$ cat config.mk
export PLATFORM = sky130hd
export DESIGN_NAME = interleaver_stage_2
export DESIGN_NICKNAME = d
export VERILOG_FILES = /design/src/rtl/interleaver_pkg.sv /design/src/rtl/interleaver_mod_add.sv /design/src/rtl/interleaver_stage_2.sv
export SDC_FILE = /design/constraint.sdc
export NUM_CORES = 1
export LEC_CHECK = 0
export CORE_UTILIZATION = 42
export DETAILED_ROUTE_END_ITERATION = 16
export GPL_ROUTABILITY_DRIVEN = 0
export PLACE_DENSITY = 0.69
export SLEW_MARGIN = 0
export SYNTH_ARGS = -nofsm -noshare
export SYNTH_HDL_FRONTEND = slang
export SYNTH_SLANG_ARGS = --single-unit
$ cat constraint.sdc
create_clock -name clk -period 10.09 [get_ports clk]
set_input_delay 2.018 -clock clk [delete_from_list [all_inputs] [get_ports clk]]
set_output_delay 2.018 -clock clk [all_outputs]
set_load 0.02 [all_outputs]
$ cat src/rtl/interleaver_pkg.sv
// Shared widths, lane count and FSM state encoding for the stage-2 interleaver.
package interleaver_pkg;

  localparam int unsigned KW     = 13;
  localparam int unsigned TW     = 15;
  localparam int unsigned NLANES = 4;

  typedef enum logic [0:0] {
    IDLE = 1'b0,
    RUN  = 1'b1
  } state_e;

endpackage

$ cat src/rtl/interleaver_mod_add.sv
// Combinational (a + b) mod k for a, b < k: one conditional subtraction.
module interleaver_mod_add #(
  parameter int unsigned AW = 13,
  parameter int unsigned BW = 15
) (
  input  logic [AW-1:0] a_i,
  input  logic [BW-1:0] b_i,
  input  logic [AW-1:0] k_i,
  output logic [AW-1:0] sum_c
);

  localparam int unsigned SW = ((AW > BW) ? AW : BW) + 1;

  logic [SW-1:0] s_c;

  assign s_c   = SW'(a_i) + SW'(b_i);
  assign sum_c = (s_c >= SW'(k_i)) ? AW'(s_c - SW'(k_i)) : AW'(s_c);

endmodule

$ cat src/rtl/interleaver_stage_2.sv
// Four-lane QPP interleaver address generator fed by per-beat deltas.
// Optional sticky range-check output err: define INTERLEAVER_STAGE_2_RANGE_CHECK_EN.
module interleaver_stage_2 #(
  parameter int unsigned KW = interleaver_pkg::KW,
  parameter int unsigned TW = interleaver_pkg::TW
) (
  input  logic              clk,
  input  logic              rst,
  input  logic [KW-1:0]     K_i,
  input  logic              start,
  input  logic [KW-1:0]     init_k4,
  input  logic [KW-1:0]     init_k2,
  input  logic [KW-1:0]     init_3k4,
  input  logic              in_valid,
  input  logic [TW-1:0]     theta_0,
  input  logic [TW-1:0]     theta_1,
  output logic              out_valid,
  output logic [4*KW-1:0]   pi_even,
  output logic [4*KW-1:0]   pi_odd,
  output logic              done
`ifdef INTERLEAVER_STAGE_2_RANGE_CHECK_EN
  ,
  output logic              err
`endif
);

  import interleaver_pkg::*;

  localparam int unsigned CW = KW - 3;

  state_e                        state_q, state_d;
  logic [NLANES-1:0][KW-1:0]     acc_q, acc_d;
  logic [NLANES-1:0][KW-1:0]     pe_q, pe_d;
  logic [NLANES-1:0][KW-1:0]     po_q, po_d;
  logic [NLANES-1:0][KW-1:0]     odd_c, nxt_c;
  logic [CW-1:0]                 cnt_q, cnt_d;
  logic [CW-1:0]                 last_c;
  logic                          ov_q, ov_d;
  logic                          done_q, done_d;
  logic                          beat_c;

  assign last_c = CW'(K_i >> 3) - CW'(1);
  assign beat_c = (state_q == RUN) && in_valid && !start;

  // Per lane: odd address = acc + theta_0, next even address = odd + theta_1.
  for (genvar m = 0; m < NLANES; m++) begin : g_lane
    interleaver_mod_add #(.AW(KW), .BW(TW)) u_add_odd (
      .a_i  (acc_q[m]),
      .b_i  (theta_0),
      .k_i  (K_i),
      .sum_c(odd_c[m])
    );
    interleaver_mod_add #(.AW(KW), .BW(TW)) u_add_nxt (
      .a_i  (odd_c[m]),
      .b_i  (theta_1),
      .k_i  (K_i),
      .sum_c(nxt_c[m])
    );
  end

  always_comb begin
    state_d = state_q;
    acc_d   = acc_q;
    cnt_d   = cnt_q;
    pe_d    = pe_q;
    po_d    = po_q;
    ov_d    = 1'b0;
    done_d  = 1'b0;
    if (start) begin
      state_d  = RUN;
      acc_d[0] = '0;
      acc_d[1] = init_k4;
      acc_d[2] = init_k2;
      acc_d[3] = init_3k4;
      cnt_d    = '0;
    end else if (beat_c) begin
      pe_d  = acc_q;
      po_d  = odd_c;
      acc_d = nxt_c;
      ov_d  = 1'b1;
      if (cnt_q == last_c) begin
        done_d  = 1'b1;
        state_d = IDLE;
      end else begin
        cnt_d = cnt_q + CW'(1);
      end
    end
  end

  always_ff @(posedge clk or posedge rst) begin
    if (rst) begin
      state_q <= IDLE;
      acc_q   <= '0;
      cnt_q   <= '0;
      pe_q    <= '0;
      po_q    <= '0;
      ov_q    <= 1'b0;
      done_q  <= 1'b0;
    end else begin
      state_q <= state_d;
      acc_q   <= acc_d;
      cnt_q   <= cnt_d;
      pe_q    <= pe_d;
      po_q    <= po_d;
      ov_q    <= ov_d;
      done_q  <= done_d;
    end
  end

  assign out_valid = ov_q;
  assign pi_even   = pe_q;
  assign pi_odd    = po_q;
  assign done      = done_q;

`ifdef INTERLEAVER_STAGE_2_RANGE_CHECK_EN
  localparam int unsigned CMPW = ((KW > TW) ? KW : TW) + 1;

  logic err_q, err_d;

  // Sticky flag; a new start re-arms it from the K_i alignment check.
  always_comb begin
    err_d = err_q;
    if (start) begin
      err_d = (K_i[2:0] != 3'd0);
    end else if (beat_c && ((CMPW'(theta_0) >= CMPW'(K_i)) ||
                            (CMPW'(theta_1) >= CMPW'(K_i)))) begin
      err_d = 1'b1;
    end
  end

  always_ff @(posedge clk or posedge rst) begin
    if (rst) err_q <= 1'b0;
    else     err_q <= err_d;
  end

  assign err = err_q;
`endif

endmodule

======== Yosys cells after proc, flatten, opt, wreduce, memory -nomap -nowiden ========
Cells that the tools add are included.
storage, ports and cells
  logic and storage cells ................. 74
  register bits ........................... 169
  input port bits ......................... 86
cells by class
  muxes and demuxes ....................... 21
  reductions and logical operators ........ 8
  $add $sub $neg .......................... 18
  equality and inequality tests ........... 2
  bitwise operators ....................... 1
  order comparisons ....................... 8
operators by type and width
  operator               number
  $add 13x15->16         8
  $ge 16x13->1           8
  $mux 13                8
  $mux 52                2
  $sub 13x13->13         8
  $mux 10                3
  $add 10x1->10 const B  1
  $eq 10x10->1           1
  $sub 10x1->10 const B  1
  $mux 1                 8
  $reduce_and 2->1       3
  $reduce_bool 2->1      2
  $logic_and 1x1->1      2
  $ne 2x2->1 const B     1
  $logic_not 1->1        1
  $not 1->1              1

======== Depth between registers and ports, before layout ========
Gate-level depths: netlist of run 1.
  depth in word-level cells ............... 8
  depth in mapped cells ................... 35
  gate-level depth less buffers ........... 33

======== Hierarchy ========
A second synthesis of run 1 with hierarchy kept.
second synthesis, totals
  cells, all modules ...................... 2432
  area total of the unflattened synthesis .. 19566.3 µm²
by module, submodules not included
  module                                         sequential area each (µm²)  times used  area each (µm²)  cells each
  interleaver_mod_add (g_lane[0].u_add_odd ...)  0.0                         5           1564.0           209
  interleaver_stage_2                            4229.1                      1           7258.2           786
  interleaver_mod_add (g_lane[0].u_add_nxt ...)  0.0                         2           1490.2           203
  interleaver_mod_add (g_lane[1].u_add_odd)      0.0                         1           1507.7           195

======== Least setup slack after synthesis of run 1 ========
Ideal clock, no wire load.
  kind .................................... input port to flip-flop
  start ................................... in theta_0[0]
  end ..................................... reg acc_q[2] in the netlist's numbering
  library setup time ...................... 0.134 ns
  data required time ...................... 9.956 ns
  stages .................................. 33
  path buffers ............................ 2
  arrival time ............................ 8.956 ns
  path slack .............................. 1.000 ns
  cells stage by stage .................... ha_1 -> fa_1 -> a211oi_1 -> o21bai_1 -> a221oi_1 -> o21ai_0 -> a21oi_1 -> xnor2_1 -> ha_1 -> nand4_1 -> nor4_1 -> a2111oi_0 -> nand2b_1 -> a211oi_2 -> buf_2 -> mux2_2 -> ha_1 -> a211oi_1 -> a21o_1 -> a211oi_1 -> o21a_1 -> nor2_1 -> xor2_1 -> inv_1 -> ha_1 -> nand4_1 -> or4_1 -> o2111ai_1 -> nor4_1 -> o211ai_1 -> buf_2 -> mux2i_1 -> o21ai_0
on the way
  longest elaborated chain between the ends .. 8
  elaborated cells on any way between the ends .. 10
  those cells by class .................... 4 x add/sub; 2 x order compare; 4 x mux
RTL lines
  what                                            line                        text
  start, declared                                 interleaver_stage_2.sv:15   input logic [TW-1:0] theta_0,
  $add 13x15->16 (*)                              interleaver_mod_add.sv:16   assign s_c = SW'(a_i) + SW'(b_i);
  $sub 13x13->13 or $ge 16x13->1 (tied branches)  interleaver_mod_add.sv:17   assign sum_c = (s_c >= SW'(k_i)) ? AW'(s_c - SW'(k_i)) : AW'(s_c);
  $mux 13 (*)                                     interleaver_mod_add.sv:17
  via g_lane[0].u_add_nxt.a_i[3]                  interleaver_mod_add.sv:6    input logic [AW-1:0] a_i,
  $add 13x15->16 (*)                              interleaver_mod_add.sv:16
  $ge 16x13->1 (*)                                interleaver_mod_add.sv:17
  $mux 13 (*)                                     interleaver_mod_add.sv:17
  $mux 52 (*)                                     interleaver_stage_2.sv:76   end else if (beat_c) begin
  $mux 52 (*)                                     interleaver_stage_2.sv:69   if (start) begin
  end signal, assigned                            interleaver_stage_2.sv:93   acc_q <= '0;
  end signal, assigned                            interleaver_stage_2.sv:101  acc_q <= acc_d;
  end, declared                                   interleaver_stage_2.sv:32   logic [NLANES-1:0][KW-1:0] acc_q, acc_d;
Mark *: on every way through the listed nets, which the timed path passes. The rest lies on a longest branch. The select of a mux whose other input is x is not followed.
A chain may end at the register's enable or synchronous reset.

======== Worst setup path in the final report of run 1 ========
  start ................................... in theta_0[0]
  end ..................................... reg acc_q[1] in the netlist's numbering
on the way
  longest elaborated chain between the ends .. 8
  elaborated cells on any way between the ends .. 10
  those cells by class .................... 4 x add/sub; 2 x order compare; 4 x mux
RTL lines
  what                                            line
  $add 13x15->16 (*)                              interleaver_mod_add.sv:16
  $sub 13x13->13 or $ge 16x13->1 (tied branches)  interleaver_mod_add.sv:17
  $mux 13 (*)                                     interleaver_mod_add.sv:17
  via g_lane[0].u_add_nxt.a_i[0]                  interleaver_mod_add.sv:6
  $add 13x15->16 (*)                              interleaver_mod_add.sv:16
  $sub 13x13->13 or $ge 16x13->1 (tied branches)  interleaver_mod_add.sv:17
  $mux 13 (*)                                     interleaver_mod_add.sv:17
  $mux 52 (*)                                     interleaver_stage_2.sv:76
  $mux 52 (*)                                     interleaver_stage_2.sv:69
Marks and branches as above.

==> results of run 1 <==
final timing paths:
kind	cells after the start	to	startpoint
setup reg to reg	35	acc_q[1]$_DFFE_PP0P_	acc_q[0]$_DFFE_PP0P_
min in group asynchronous	2	pi_even[11]$_DFFE_PP0P_	rst
max in group asynchronous	3	cnt_q[1]$_DFFE_PP0P_	rst
hold / removal	2	pi_even[32]$_DFFE_PP0P_	pi_even[32]$_DFFE_PP0P_
setup / recovery	37	acc_q[1]$_DFFE_PP0P_	theta_0[0]
hold reg to reg	2	pi_even[32]$_DFFE_PP0P_	pi_even[32]$_DFFE_PP0P_
flip-flops by register name, summed over array words and instances, names as in the netlist:
| signal | cells |
|---|---|
| acc_q | 52 |
| cnt_q | 10 |
| done | 1 |
| out_valid | 1 |
| pi_even | 52 |
| pi_odd | 52 |
| state_q | 1 |
per-stage QoR:
step	cell area (um2)	TNS [ps]	util, %
finish	21700	0	51.7
global route	21700	-24.8	51.7
CTS	21600	0	51.5
detailed placement	21000	-4700	50.1
global placement	21000	-3820	50.1
floorplan	17900	0	-
cells by family (layout without fill, tap and decap cells):
family / Yosys count / count (layout) / share of synthesized area (%)
compound gates: 623 / 623 / 23.1
fa+ha+maj: 229 / 229 / 16.7
mux: 119 / 119 / 7.22
other cells: 0 / 2 / 0
xor+xnor: 175 / 175 / 8.57
simple gates: 671 / 671 / 17.5
flops: 169 / 169 / 23.7
buf+inv: 148 / 413 / 3.21
layout by cell type, fill, tap and decap left out, types with 19 or more instances in the layout:
master,instances
sky130_fd_sc_hd__nand2_1,274
sky130_fd_sc_hd__ha_1,213
sky130_fd_sc_hd__clkdlybuf4s50_1,190
sky130_fd_sc_hd__dfrtp_1,169
sky130_fd_sc_hd__a21oi_1,163
sky130_fd_sc_hd__o21ai_0,137
sky130_fd_sc_hd__nor2_1,127
sky130_fd_sc_hd__xnor2_1,116
sky130_fd_sc_hd__buf_4,95
sky130_fd_sc_hd__inv_1,90
sky130_fd_sc_hd__mux2_2,72
sky130_fd_sc_hd__xor2_1,59
sky130_fd_sc_hd__a21o_1,57
sky130_fd_sc_hd__nand3_1,51
sky130_fd_sc_hd__nor3_1,49
sky130_fd_sc_hd__mux2i_1,41
sky130_fd_sc_hd__nand4_1,36
sky130_fd_sc_hd__o21a_1,32
sky130_fd_sc_hd__nor2b_1,24
sky130_fd_sc_hd__a22oi_1,23
sky130_fd_sc_hd__a211oi_1,22
sky130_fd_sc_hd__nand2b_1,21
sky130_fd_sc_hd__o211ai_1,21
sky130_fd_sc_hd__and3_1,19
sky130_fd_sc_hd__a31oi_1,19
area by class of cell:
class,count,area [um2]
antenna,2,5.00
clock buffer,24,522
clock inverter,8,85.1
fill,3924,20300
inverter,92,353
multi-input combinational,1817,13100
sequential,169,4230
tap,539,674
timing repair buffer,289,2670
Yosys cell counts (all sizes together), types with 11 or more instances:
library cell / number
nand2: 274
ha: 213
dfrtp: 169
a21oi: 166
o21ai: 140
nor2: 127
xnor2: 116
inv: 92
mux2: 76
xor2: 59
a21o: 57
nand3: 52
nor3: 50
clkbuf: 47
mux2i: 43
nand4: 36
o21a: 32
a211oi: 25
nor2b: 24
a22oi: 23
nand2b: 21
o211ai: 21
a31oi: 19
and3: 19
o21bai: 17
o31ai: 17
fa: 16
and2: 14
or3: 13
o22ai: 12
a211o: 11
nor4: 11
worst max-delay path, delay by kind of cell:
| family | cells | cell delay, ps |
|---|---|---|
| muxes | 2 | 600 |
| buffers and inverters | 6 | 1240 |
| AOI/OAI and AO/OA | 13 | 2690 |
| xor gates and xnor gates | 2 | 430 |
| and+or+nand+nor | 8 | 1230 |
| adders and majority gates | 6 | 1880 |
per-layer routing:
layer	up-vias	GRT usage, %
met2	870	47.4
met5	-	0
met4	2	16.8
met1	8678	39.0
met3	172	5.39
li1	8351	-
timing repair:
| action | 4_1_cts | 5_1_grt |
|---|---|---|
| resized for setup | 0 | 10 |
| endpoints found under the setup margin | 0 | 35 |
| buffers inserted | 0 | 2 |
==> results.yml, run 1 <==
placed_design:
  hpwl_mm: 49.9
  placed_cells_incl_taps: 2904
  port-buffer-count: 191
  preCtsSetupSlack_ps: -386
sta:
  whs_ps: 475
  maxSlewHeadroom_pct: 35.8
  fin_worst_skew_ps: 13.1
  setup_slack_ps: 380
  finalHoldViolCount: 0
  max_slew.worst_pin.slew_ps: 961
  finalCritPeriodShare_pct: 96.2
  period_needed_ps: 9710
  maxSlewViolCount: 0
  setup_viol: 0
  timing.fmax_mhz: 103
logic_synthesis:
  ys_seq_elements: 169
  mapped_nets: 2449
  dominantRegCellSynth: "sky130_fd_sc_hd__dfrtp_1"
  synth.cell_area_um2: 17900
  post-synth-top-area-fraction_pct: 23.7
  synthTopCellsByArea: "sky130_fd_sc_hd__dfrtp_1 (24%), sky130_fd_sc_hd__ha_1 (15%), sky130_fd_sc_hd__nand2_1 (5.8%)"
  post_synth_edffs: 0
  synthDominantAreaCellType: "sky130_fd_sc_hd__dfrtp_1"
  synthCells: 2134
  synth.avg_cell_area_um2: 8.38
  synth_seq_area_share_pct: 23.7
  asyncSetResetFlopFracSynth_pct: 100
  synth_cell_types: 80
  ys_warn_count: 0
cells_and_area:
  fin_cells: 2940
  syn_to_final_growth_pct: 21.3
  final_net_count: 2701
  layout-drive-gt1-share_pct: 10.2
grt:
  grt_first_pass_wirelength_mm: 99.8
  overall_global_routing_resource_usage_pct: 30.1
  grt-ovfl-total: 0
  grt_max_degree: 105
  grt_pass1_vias: 17491
  antenna_violations_before_repair: 3
die:
  floorplan.rows: 75
  floorplan.die.width_um: 208
  fp.dieArea_um2: 43400
  number_of_placed_i_o_pins: 192
  floorplan.core_area_um2: 41900
  die_h_um: 208
  initial_core_util_pct: 42.6
routing:
  dr_total_vias: 18073
  drt_pass1_iterations: 6
  met2_length_mm: 29.3
  drt_wl_total_mm: 65.8
  dr_wl_met3_mm: 5.72
  dr.first_iter.drc_count: 1670
  routed.top_layer: "met5"
  routedLengthMet1_mm: 27.2
  routed_via_density: 6.15
  drt-wirelength-per-cell_um: 22.4
  route.detailed.drc: 0
  antenna_left: 0
cts:
  max-clock-path-buffers: 2
  cts_root_buffer: "sky130_fd_sc_hd__clkbuf_16"
  clock_buffers_created_by_tritoncts: 17
  path_clk_slew_ps: 70
  clkSinkCount: 169
  clock_tree_from_tritoncts: "built"
  cts-htree-levels: 4
  hold_buffers: 0
  worst_skew_pair.late_latency_ps: 460
flow_run:
  number_of_maximum_capacitance_constraint_violations: 0
worst_setup_path:
  critPathArrivalTime_ps: 10120
  worstSetupPathType: "in2reg"
  reg2reg_setup_slack_ps: 2140
  worst-endpoint-required_ps: 10500
  endpoint_kind: "flip-flop"
  timing.critical_path.from_type: "primary input"
  critical_path_max_stage_delay_ps: 550
  critical-path-slowest-cell: "sky130_fd_sc_hd__or4_1"
  crit_path_max_fanout: 15
  timing.critical_path.mode_cell: "sky130_fd_sc_hd__ha_1"
hold_path:
  hold_path_class: "reg2reg"
run_status:
  status: "complete, no violations"
Power of run 1 is left out: the tool's default activity adds up to more than one toggle a clock period on the data nets, which glitch-free logic cannot reach.
==> inputs of run 2 (changes only) <==
- SLEW_MARGIN: 0 -> not set
- clock period: 10.09 -> 10.9 ns (I/O delays scaled with it)
==> results.yml, run 2 (synthesis gave the netlist of run 1 again) <==
sta:
  setup_total_negative_slack_ps: 0
  setup_viol: 0
  whs_ps: 474
  timing.fmax_mhz: 97.6
  maxSlewViolCount: 0
  maxSlewHeadroom_pct: 35.1
  period_needed_ps: 10250
  grt_setup_unrepaired: "no"
  max_slew.worst_pin.slew_ps: 971
  fin_worst_skew_ps: 15.0
  finalCritPeriodShare_pct: 94.0
  finalHoldViolCount: 0
routing:
  drt_wl_total_mm: 64.3
  routed_via_density: 6.14
  drt_pass1_iterations: 7
  route.detailed.drc: 0
  dr_total_vias: 17627
  drt-wirelength-per-cell_um: 22.4
  antenna_left: 0
  dr.first_iter.drc_count: 1504
die:
  initial_core_util_pct: 42.6
  fp.dieArea_um2: 43400
  floorplan.rows: 75
  die_h_um: 208
  floorplan.die.width_um: 208
  floorplan.core_area_um2: 41900
  number_of_placed_i_o_pins: 192
cts:
  hold_buffers: 0
  postCtsResizedCells: 0
  clock_buffers_created_by_tritoncts: 17
  path_clk_slew_ps: 70
  cts_root_buffer: "sky130_fd_sc_hd__clkbuf_16"
  clkSinkCount: 169
  clock_tree_from_tritoncts: "built"
  cts-htree-levels: 4
  post_cts_buffers: 0
  worst_skew_pair.late_latency_ps: 480
  max-clock-path-buffers: 2
cells_and_area:
  final_net_count: 2632
  layout.cells.most_common: "sky130_fd_sc_hd__nand2_1"
  layout.core_utilization_pct: 50.4
  layout-drive-gt1-share_pct: 7.30
  fin_cells: 2870
  mostFrequentLayoutCells: "sky130_fd_sc_hd__nand2_1 (274), sky130_fd_sc_hd__ha_1 (213), sky130_fd_sc_hd__clkdlybuf4s50_1 (190)"
  num-fill-cells: 3950
  syn_to_final_growth_pct: 18.2
grt:
  gr-usage-met2_pct: 47.5
  busiest_layer: "met2"
  antenna_violations_before_repair: 1
  grt-ovfl-total: 0
  overall_global_routing_resource_usage_pct: 29.6
  grt_pass1_vias: 17165
  grt.met1_usage_pct: 37.3
  grtUsageMet3_pct: 6.82
  grt_max_degree: 85
  grt_first_pass_wirelength_mm: 98.2
placed_design:
  port-buffer-count: 191
  placed_cells_incl_taps: 2837
  hpwl_mm: 48.5
worst_setup_path:
  crit_path_max_fanout: 24
  critPathArrivalTime_ps: 10600
  critical-path-slowest-cell: "sky130_fd_sc_hd__clkdlybuf4s50_1"
  cp.buffers_inverters: 3
  worstSetupPathType: "in2reg"
  reg2reg_setup_slack_ps: 2790
  endpoint_kind: "flip-flop"
  critical_path_max_stage_delay_ps: 880
  timing.critical_path.mode_cell: "sky130_fd_sc_hd__ha_1"
  path_delay_family: "compound AO/OA/AOI/OAI gates"
  worst-endpoint-required_ps: 11250
  timing.critical_path.from_type: "primary input"
hold_path:
  hold_path_class: "reg2reg"
flow_run:
  number_of_maximum_capacitance_constraint_violations: 0
run_status:
  status: "complete, no violations"
[run 2: path summary, 6_finish.rpt]
path | from | end | cells after the start
setup / recovery | theta_0[1] | acc_q[25]$_DFFE_PP0P_ | 32
hold / removal | pi_even[7]$_DFFE_PP0P_ | pi_even[7]$_DFFE_PP0P_ | 2
setup reg to reg | acc_q[0]$_DFFE_PP0P_ | acc_q[6]$_DFFE_PP0P_ | 33
hold reg to reg | pi_even[7]$_DFFE_PP0P_ | pi_even[7]$_DFFE_PP0P_ | 2
max in group asynchronous | rst | acc_q[17]$_DFFE_PP0P_ | 3
min in group asynchronous | rst | pi_odd[10]$_DFFE_PP0P_ | 2
[run 2: worst min-delay path, cell delays in order (launching register included)]
cell,delay [ps]
sky130_fd_sc_hd__dfrtp_1,340
sky130_fd_sc_hd__nand2_1,50
sky130_fd_sc_hd__nand2_1,50
[run 2: through the flow]
step,cell area [um2],worst slack (ps)
finish,21100,650
global route,21100,160
CTS,21100,831
detailed placement,20500,356
global placement,20500,434
floorplan,17900,1650
[run 2: metal layers]
layer | vias up | part of all wire [%]
li1 | 8214 | -
met1 | 8477 | 41
met2 | 770 | 45
met3 | 164 | 9.1
met4 | 2 | 5.3
met5 | - | 0.019
[run 2: final cells by class]
cell class	instances	area (um2)	area share, %
multi-input combinational	1817	13100	62.0
inverter	92	353	1.67
antenna	1	2.50	0.0118
clock inverter	13	193	0.912
tap	539	674	3.19
clock buffer	19	443	2.10
sequential	169	4230	20.0
timing repair buffer	220	2140	10.1
Power of run 2 is left out for the same reason.
